<file path="src/rtl/fir_tap_sequencer_if.sv">
// fir_tap_sequencer_if: sample/coefficient handshake plus memory and MAC strobes.
// The sequencer uses the slave modport; the sample/coefficient source uses master.
// Optional: FIR_OVERRUN_CNT_EN adds the overrun_cnt count.
interface fir_tap_sequencer_if #(
  parameter int unsigned AW = 6,
  parameter int unsigned DW = 16
);
  logic          coef_load;
  logic          coef_valid;
  logic [DW-1:0] coef_data;
  logic          samp_valid;
  logic          samp_ready;
  logic [DW-1:0] samp_data;
  logic          cmem_we;
  logic [AW-1:0] cmem_addr;
  logic [DW-1:0] cmem_wdata;
  logic          imem_we;
  logic [AW-1:0] imem_addr;
  logic [DW-1:0] imem_wdata;
  logic          mac_en;
  logic          mac_clr;
  logic          mac_last;
  logic          out_valid;
  logic          busy;
  logic          overrun;
`ifdef FIR_OVERRUN_CNT_EN
  logic [15:0]   overrun_cnt;
`endif

  modport slave (
    input  coef_load, coef_valid, coef_data, samp_valid, samp_data,
    output samp_ready, cmem_we, cmem_addr, cmem_wdata, imem_we, imem_addr, imem_wdata,
           mac_en, mac_clr, mac_last, out_valid, busy, overrun
`ifdef FIR_OVERRUN_CNT_EN
    , overrun_cnt
`endif
  );

  modport master (
    output coef_load, coef_valid, coef_data, samp_valid, samp_data,
    input  samp_ready, cmem_we, cmem_addr, cmem_wdata, imem_we, imem_addr, imem_wdata,
           mac_en, mac_clr, mac_last, out_valid, busy, overrun
`ifdef FIR_OVERRUN_CNT_EN
    , overrun_cnt
`endif
  );
endinterface

</file>
<file path="src/rtl/fir_tap_sequencer.sv">
// fir_tap_sequencer: loads coefficients, writes samples into the circular sample
// memory, sweeps all tap pairs through the MAC and flags each finished output.
// Optional: FIR_OVERRUN_CNT_EN adds a saturating 16-bit dropped-sample counter.
module fir_tap_sequencer #(
  parameter int unsigned NTAPS   = 64,
  parameter int unsigned AW      = 6,
  parameter int unsigned DW      = 16,
  parameter int unsigned MAC_LAT = 2
) (
  input  logic              clk,
  input  logic              reset_n,
  fir_tap_sequencer_if.slave bus
);

  localparam int unsigned LW = (MAC_LAT > 1) ? $clog2(MAC_LAT) : 1;
  localparam logic [AW-1:0] K_LAST = AW'(NTAPS - 1);
  localparam logic [LW-1:0] D_LAST = LW'(MAC_LAT - 1);

  typedef enum logic [2:0] {IDLE, LOAD, WRITE, RUN, DRAIN} state_t;

  state_t        state_q, state_d;
  logic [AW-1:0] k_q, k_d;
  logic [LW-1:0] d_q, d_d;
  logic [AW-1:0] wr_ptr_q, wr_ptr_d;
  logic          coef_ok_q, coef_ok_d;
  logic [DW-1:0] samp_q, samp_d;
  logic          out_valid_q, out_valid_d;

  logic          samp_ready_c;
  logic          cmem_we_c;
  logic [AW-1:0] cmem_addr_c;
  logic [DW-1:0] cmem_wdata_c;
  logic          imem_we_c;
  logic [AW-1:0] imem_addr_c;
  logic [DW-1:0] imem_wdata_c;
  logic          mac_en_c;
  logic          mac_clr_c;
  logic          mac_last_c;
  logic          busy_c;
  logic          overrun_c;

  // State, tap/drain counters, write pointer, coefficient-valid flag, sample latch
  always_ff @(posedge clk or negedge reset_n) begin
    if (!reset_n) begin
      state_q     <= IDLE;
      k_q         <= '0;
      d_q         <= '0;
      wr_ptr_q    <= '0;
      coef_ok_q   <= 1'b0;
      samp_q      <= '0;
      out_valid_q <= 1'b0;
    end else begin
      state_q     <= state_d;
      k_q         <= k_d;
      d_q         <= d_d;
      wr_ptr_q    <= wr_ptr_d;
      coef_ok_q   <= coef_ok_d;
      samp_q      <= samp_d;
      out_valid_q <= out_valid_d;
    end
  end

  // Next-state and strobe decode; out_valid is flagged the cycle after the final drain cycle
  always_comb begin
    state_d      = state_q;
    k_d          = k_q;
    d_d          = d_q;
    wr_ptr_d     = wr_ptr_q;
    coef_ok_d    = coef_ok_q;
    samp_d       = samp_q;
    out_valid_d  = 1'b0;
    samp_ready_c = 1'b0;
    cmem_we_c    = 1'b0;
    cmem_addr_c  = '0;
    cmem_wdata_c = '0;
    imem_we_c    = 1'b0;
    imem_addr_c  = '0;
    imem_wdata_c = '0;
    mac_en_c     = 1'b0;
    mac_clr_c    = 1'b0;
    mac_last_c   = 1'b0;
    busy_c       = (state_q != IDLE);
    overrun_c    = (state_q != IDLE) && coef_ok_q && bus.samp_valid;

    unique case (state_q)
      IDLE: begin
        samp_ready_c = coef_ok_q;
        if (bus.coef_load) begin
          state_d   = LOAD;
          coef_ok_d = 1'b0;
          k_d       = '0;
        end else if (bus.samp_valid && coef_ok_q) begin
          samp_d  = bus.samp_data;
          state_d = WRITE;
        end
      end
      LOAD: begin
        if (bus.coef_valid) begin
          cmem_we_c    = 1'b1;
          cmem_addr_c  = k_q;
          cmem_wdata_c = bus.coef_data;
          k_d          = k_q + 1'b1;
          if (k_q == K_LAST) begin
            coef_ok_d = 1'b1;
            state_d   = IDLE;
          end
        end
      end
      WRITE: begin
        imem_we_c    = 1'b1;
        imem_addr_c  = wr_ptr_q;
        imem_wdata_c = samp_q;
        k_d          = '0;
        state_d      = RUN;
      end
      RUN: begin
        mac_en_c    = 1'b1;
        cmem_addr_c = k_q;
        imem_addr_c = wr_ptr_q - k_q;
        mac_clr_c   = (k_q == '0);
        mac_last_c  = (k_q == K_LAST);
        k_d         = k_q + 1'b1;
        if (k_q == K_LAST) begin
          d_d     = '0;
          state_d = DRAIN;
        end
      end
      DRAIN: begin
        d_d = d_q + 1'b1;
        if (d_q == D_LAST) begin
          out_valid_d = 1'b1;
          wr_ptr_d    = wr_ptr_q + 1'b1;
          state_d     = IDLE;
        end
      end
      default: state_d = IDLE;
    endcase
  end

  assign bus.samp_ready = samp_ready_c;
  assign bus.cmem_we    = cmem_we_c;
  assign bus.cmem_addr  = cmem_addr_c;
  assign bus.cmem_wdata = cmem_wdata_c;
  assign bus.imem_we    = imem_we_c;
  assign bus.imem_addr  = imem_addr_c;
  assign bus.imem_wdata = imem_wdata_c;
  assign bus.mac_en     = mac_en_c;
  assign bus.mac_clr    = mac_clr_c;
  assign bus.mac_last   = mac_last_c;
  assign bus.out_valid  = out_valid_q;
  assign bus.busy       = busy_c;
  assign bus.overrun    = overrun_c;

`ifdef FIR_OVERRUN_CNT_EN
  logic [15:0] ovr_cnt_q;

  // Saturating dropped-sample count, cleared when a coefficient reload is taken
  always_ff @(posedge clk or negedge reset_n) begin
    if (!reset_n) begin
      ovr_cnt_q <= '0;
    end else if (state_q == IDLE && bus.coef_load) begin
      ovr_cnt_q <= '0;
    end else if (overrun_c && ovr_cnt_q != 16'hFFFF) begin
      ovr_cnt_q <= ovr_cnt_q + 16'd1;
    end
  end

  assign bus.overrun_cnt = ovr_cnt_q;
`endif

endmodule
</file>
<file path="src/flat_wrapper.sv">
// flat-port wrapper written by rule: the top's interface ports become plain ports
module fir_tap_sequencer_flat 
#(
  parameter int unsigned NTAPS   = 64,
  parameter int unsigned AW      = 6,
  parameter int unsigned DW      = 16,
  parameter int unsigned MAC_LAT = 2
)
  (clk, reset_n, bus_coef_load, bus_coef_valid, bus_coef_data, bus_samp_valid, bus_samp_data, bus_samp_ready, bus_cmem_we, bus_cmem_addr, bus_cmem_wdata, bus_imem_we, bus_imem_addr, bus_imem_wdata, bus_mac_en, bus_mac_clr, bus_mac_last, bus_out_valid, bus_busy, bus_overrun);
  fir_tap_sequencer_if #(.AW(AW), .DW(DW)) bus_i ();
  input  logic clk;
  input  logic reset_n;
  input wire logic [$bits(bus_i.coef_load)-1:0] bus_coef_load;
  input wire logic [$bits(bus_i.coef_valid)-1:0] bus_coef_valid;
  input wire logic [$bits(bus_i.coef_data)-1:0] bus_coef_data;
  input wire logic [$bits(bus_i.samp_valid)-1:0] bus_samp_valid;
  input wire logic [$bits(bus_i.samp_data)-1:0] bus_samp_data;
  output wire logic [$bits(bus_i.samp_ready)-1:0] bus_samp_ready;
  output wire logic [$bits(bus_i.cmem_we)-1:0] bus_cmem_we;
  output wire logic [$bits(bus_i.cmem_addr)-1:0] bus_cmem_addr;
  output wire logic [$bits(bus_i.cmem_wdata)-1:0] bus_cmem_wdata;
  output wire logic [$bits(bus_i.imem_we)-1:0] bus_imem_we;
  output wire logic [$bits(bus_i.imem_addr)-1:0] bus_imem_addr;
  output wire logic [$bits(bus_i.imem_wdata)-1:0] bus_imem_wdata;
  output wire logic [$bits(bus_i.mac_en)-1:0] bus_mac_en;
  output wire logic [$bits(bus_i.mac_clr)-1:0] bus_mac_clr;
  output wire logic [$bits(bus_i.mac_last)-1:0] bus_mac_last;
  output wire logic [$bits(bus_i.out_valid)-1:0] bus_out_valid;
  output wire logic [$bits(bus_i.busy)-1:0] bus_busy;
  output wire logic [$bits(bus_i.overrun)-1:0] bus_overrun;
  assign bus_i.coef_load = bus_coef_load;
  assign bus_i.coef_valid = bus_coef_valid;
  assign bus_i.coef_data = bus_coef_data;
  assign bus_i.samp_valid = bus_samp_valid;
  assign bus_i.samp_data = bus_samp_data;
  assign bus_samp_ready = bus_i.samp_ready;
  assign bus_cmem_we = bus_i.cmem_we;
  assign bus_cmem_addr = bus_i.cmem_addr;
  assign bus_cmem_wdata = bus_i.cmem_wdata;
  assign bus_imem_we = bus_i.imem_we;
  assign bus_imem_addr = bus_i.imem_addr;
  assign bus_imem_wdata = bus_i.imem_wdata;
  assign bus_mac_en = bus_i.mac_en;
  assign bus_mac_clr = bus_i.mac_clr;
  assign bus_mac_last = bus_i.mac_last;
  assign bus_out_valid = bus_i.out_valid;
  assign bus_busy = bus_i.busy;
  assign bus_overrun = bus_i.overrun;
  fir_tap_sequencer #(.NTAPS(NTAPS), .AW(AW), .DW(DW), .MAC_LAT(MAC_LAT)) u_core (.clk(clk), .reset_n(reset_n), .bus(bus_i));
endmodule
</file>
<file path="config.mk">
export PLATFORM = sky130hd
export DESIGN_NAME = fir_tap_sequencer_flat
export DESIGN_NICKNAME = d
export VERILOG_FILES = /design/src/rtl/fir_tap_sequencer_if.sv /design/src/rtl/fir_tap_sequencer.sv /design/src/flat_wrapper.sv
export SDC_FILE = /design/constraint.sdc
export NUM_CORES = 1
export LEC_CHECK = 0
export ABC_AREA = 1
export BUFFER_PORTS_ARGS = -buffer_cell sky130_fd_sc_hd__clkbuf_2
export CORE_MARGIN = 8
export CORE_UTILIZATION = 52
export CTS_CLUSTER_DIAMETER = 50
export DETAILED_ROUTE_END_ITERATION = 12
export PLACE_DENSITY = 0.89
export SLEW_MARGIN = 25
export SYNTH_ARGS = -nofsm -noshare
export SYNTH_HDL_FRONTEND = slang
export SYNTH_SLANG_ARGS = --single-unit
</file>
<file path="constraint.sdc">
create_clock -name clk -period 3.6 [get_ports clk]
set_input_delay 0.54 -clock clk [delete_from_list [all_inputs] [get_ports clk]]
set_output_delay 0.54 -clock clk [all_outputs]
set_load 0.02 [all_outputs]
</file>
==> flow_summary.json <==
{
  "critPathArrivalTime_ns": 2.19,
  "switching_power_w": 0.000816,
  "drcViolationCount": 0,
  "synth.area.mux_share_pct": 0,
  "final_hold_viol_count": 0,
  "hold_class": "in2async",
  "critPathKind": "reg2out",
  "tightest_slew_ns": 0.856,
  "cts_tree": "built",
  "ys_top_cells_by_count": "71 x nor2_1, 56 x inv_1, 54 x nand2_1",
  "power_frac_clock_pct": 16.8,
  "status": "completed",
  "gp_congestion": 0.915,
  "powerDensity_nw_per_um2": 640,
  "antenna_found_initial": 0,
  "drt_iter0_markers": 124,
  "synth_seq_cells": 34,
  "clock_latency_ns": 0.29,
  "grt_pass1_wl_um": 8960,
  "synthFlopType": "dfrtp_1",
  "fin_crit_sh_pct": 75.9,
  "antennaDiodeCount": 0,
  "synth_area_um2": 2120,
  "grtUsageTotal_pct": 17.1,
  "yosys.cell_count.top_type": "nor2_1",
  "intPower_w": 0.000913,
  "finalMaxSlewViolations": 0,
  "synth_edf_count": 0,
  "stdcell_count": 447,
  "pin_count": 90,
  "syn_area_per_cell_um2": 6.95,
  "relSlewSlack_pct": 42.9,
  "dp_cells": 439,
  "cts_setup_buffers": 0,
  "cts.sinks": 34,
  "layout.nets": 442,
  "vdd_drop_max_mv": 0.475,
  "drive_gt1_share_pct": 28.0,
  "dp_hpwl_um": 4410,
  "p_leak_nw": 1.68,
  "coreArea_um2": 3970,
  "yosys.area_share.simple_pct": 30.7,
  "drt_pass1_iterations": 5,
  "fin_crit_ns": 2.73,
  "max_freq_mhz": 366,
  "synth.area.top_cells": "dfrtp_1 40%, nor2_1 13%, inv_1 9.9%",
  "wl_per_cell_um": 12.5,
  "setup_viol": 0,
  "grt_max_degree": 35,
  "synth.top_cell.area_share_pct": 40.1,
  "die_area_um2": 6380,
  "numCtsBuffers": 5,
  "gr-total-overflow": 0,
  "whs_ns": 0.350,
  "synth_adder_area_share_pct": 5.66,
  "grt_pass1_vias": 2082,
  "worst_clock_skew_ns": 0.00980,
  "rows": 23,
  "drtAntennaViolNets": 0,
  "cap_violations": 0,
  "synth-xor-area-share_pct": 2.48,
  "p_sw_share_pct": 47.2,
  "ys_seq_area_share_pct": 40.1,
  "vias_per_cell": 4.88,
  "syn_nets": 351,
  "ys_warn_count": 0,
  "ys_async_sr_fraction_pct": 100,
  "startpoint_type": "register",
  "vias": 2182,
  "synth_top_family_by_area": "simple AND/OR/NAND/NOR gates",
  "yosys.area.top_type": "dfrtp_1",
  "synth_compound_gate_area_share_pct": 8.79,
  "fin_setup_tns_ns": 0,
  "synth_cell_types": 27,
  "p_comb_share_pct": 52.0,
  "syn_inst": 305,
  "crit_fanout": 20,
  "htreeDepth": 2,
  "p_seq_share_pct": 31.2,
  "area_growth_pct": 27.4,
  "grt_setup_unrepaired": "false",
  "cp-end-kind": "output port",
  "worst_ep_required_time_ns": 3.06,
  "wl_um": 5570,
  "clockRootBuffer": "clkbuf_8",
  "clkSlewWorstSetupHoldPaths_ns": 0.07,
  "start_util_pct": 53.4,
  "fillers": 337,
  "die_x_um": 79.9,
  "clock_path_buffers": 2,
  "io_buffers": 89,
  "die_h_um": 79.9,
  "hold_buffers": 0,
  "cts_resized": 0
}
-- placed cells by master (no fill, tap or decap), types with 2 or more instances in the layout --
master | netlist | routed
inv_1 | 56 | 56
o21ai_1 | 5 | 5
dfrtp_1 | 34 | 34
nand3_2 | 2 | 2
nand4_1 | 3 | 3
clkbuf_8 | 0 | 6
ha_1 | 8 | 8
clkbuf_2 | 0 | 89
nand2_1 | 54 | 54
o21ai_0 | 6 | 6
xor2_1 | 5 | 5
a21oi_1 | 19 | 19
inv_2 | 5 | 5
nor3_1 | 2 | 2
o22ai_1 | 2 | 2
nand2_2 | 2 | 2
nor2_2 | 2 | 2
nand3_1 | 13 | 13
nor2_1 | 71 | 71
nand3b_1 | 2 | 2
-- power groups by stage --
stage	logic (W)	registers, W	clock network [W]
after floorplan	0.000648	0.000531	0
after global placement	0.000881	0.000540	0
after detailed placement	0.000905	0.000544	0
after CTS	0.000908	0.000538	0.000296
after global routing	0.00101	0.000551	0.000309
final	0.000898	0.000540	0.000290
-- flip-flops by register name, indices dropped and copies added (netlist names) --
name and count:
u_core.d_q 1, u_core.coef_ok_q 1, u_core.wr_ptr_q 6, u_core.state_q 3, u_core.bus.out_valid 1, u_core.k_q 6, u_core.samp_q 16
-- final timing paths --
path                                         from                end  slack (ns)  depth (start not counted)
worst min-delay path                      reset_n   u_core.samp_q[5]        0.35                          1
min in group clk                 bus_samp_data[0]   u_core.samp_q[0]        0.50                          3
max in group asynchronous                 reset_n         u_core.d_q        2.71                          1
worst min register to register   u_core.samp_q[8]   u_core.samp_q[8]        0.51                          2
worst max-delay path            u_core.state_q[0]   bus_imem_addr[2]        0.87                          6
worst max register to register  u_core.state_q[2]  u_core.state_q[0]        1.90                          5
-- cells by family after synthesis --
group | Yosys count
compound gates | 35
xor+xnor | 6
fa+ha+maj | 9
buf+inv | 67
flops | 34
simple gates | 154
-- area by class of cell --
class,instances,area (um2),share of cell area (%)
inverters,61,229,8.48
multi-input cells,204,1010,37.4
well taps,50,62.6,2.32
clock buffers,6,82.6,3.06
flip-flops and latches,34,851,31.5
clock inverters,2,12.5,0.463
repair buffers,90,453,16.8
-- routing by layer --
metal,global-route usage (%),vias up,share of wire [%]
li1,-,1111,-
met1,18.4,988,40
met2,30.9,77,49
met3,5.41,6,9.9
met4,5.64,0,1.4
met5,0,-,0
-- stage by stage --
| step | total power (W) | setup WS (ns) | cell area [um2] | util, % |
|---|---|---|---|---|
| global placement | 0.00142 | 1.36 | 2610 | 65.6 |
| floorplan | 0.00118 | 1.28 | 2120 | - |
| detailed placement | 0.00145 | 1.20 | 2610 | 65.6 |
| finish | 0.00173 | 0.869 | 2700 | 68.0 |
| CTS | 0.00174 | 0.879 | 2700 | 68.0 |
| global route | 0.00187 | 0.732 | 2700 | 68.0 |
-- worst max-delay path, cell delays in order, from the launching register on --
cell and delay [ns]:
dfrtp_1 0.44, nor2_2 0.22, nand2_1 0.45, inv_1 0.37, nand2_1 0.09, o31ai_1 0.10, clkbuf_2 0.24
Note: power is estimated with default switching activity, not from simulation.
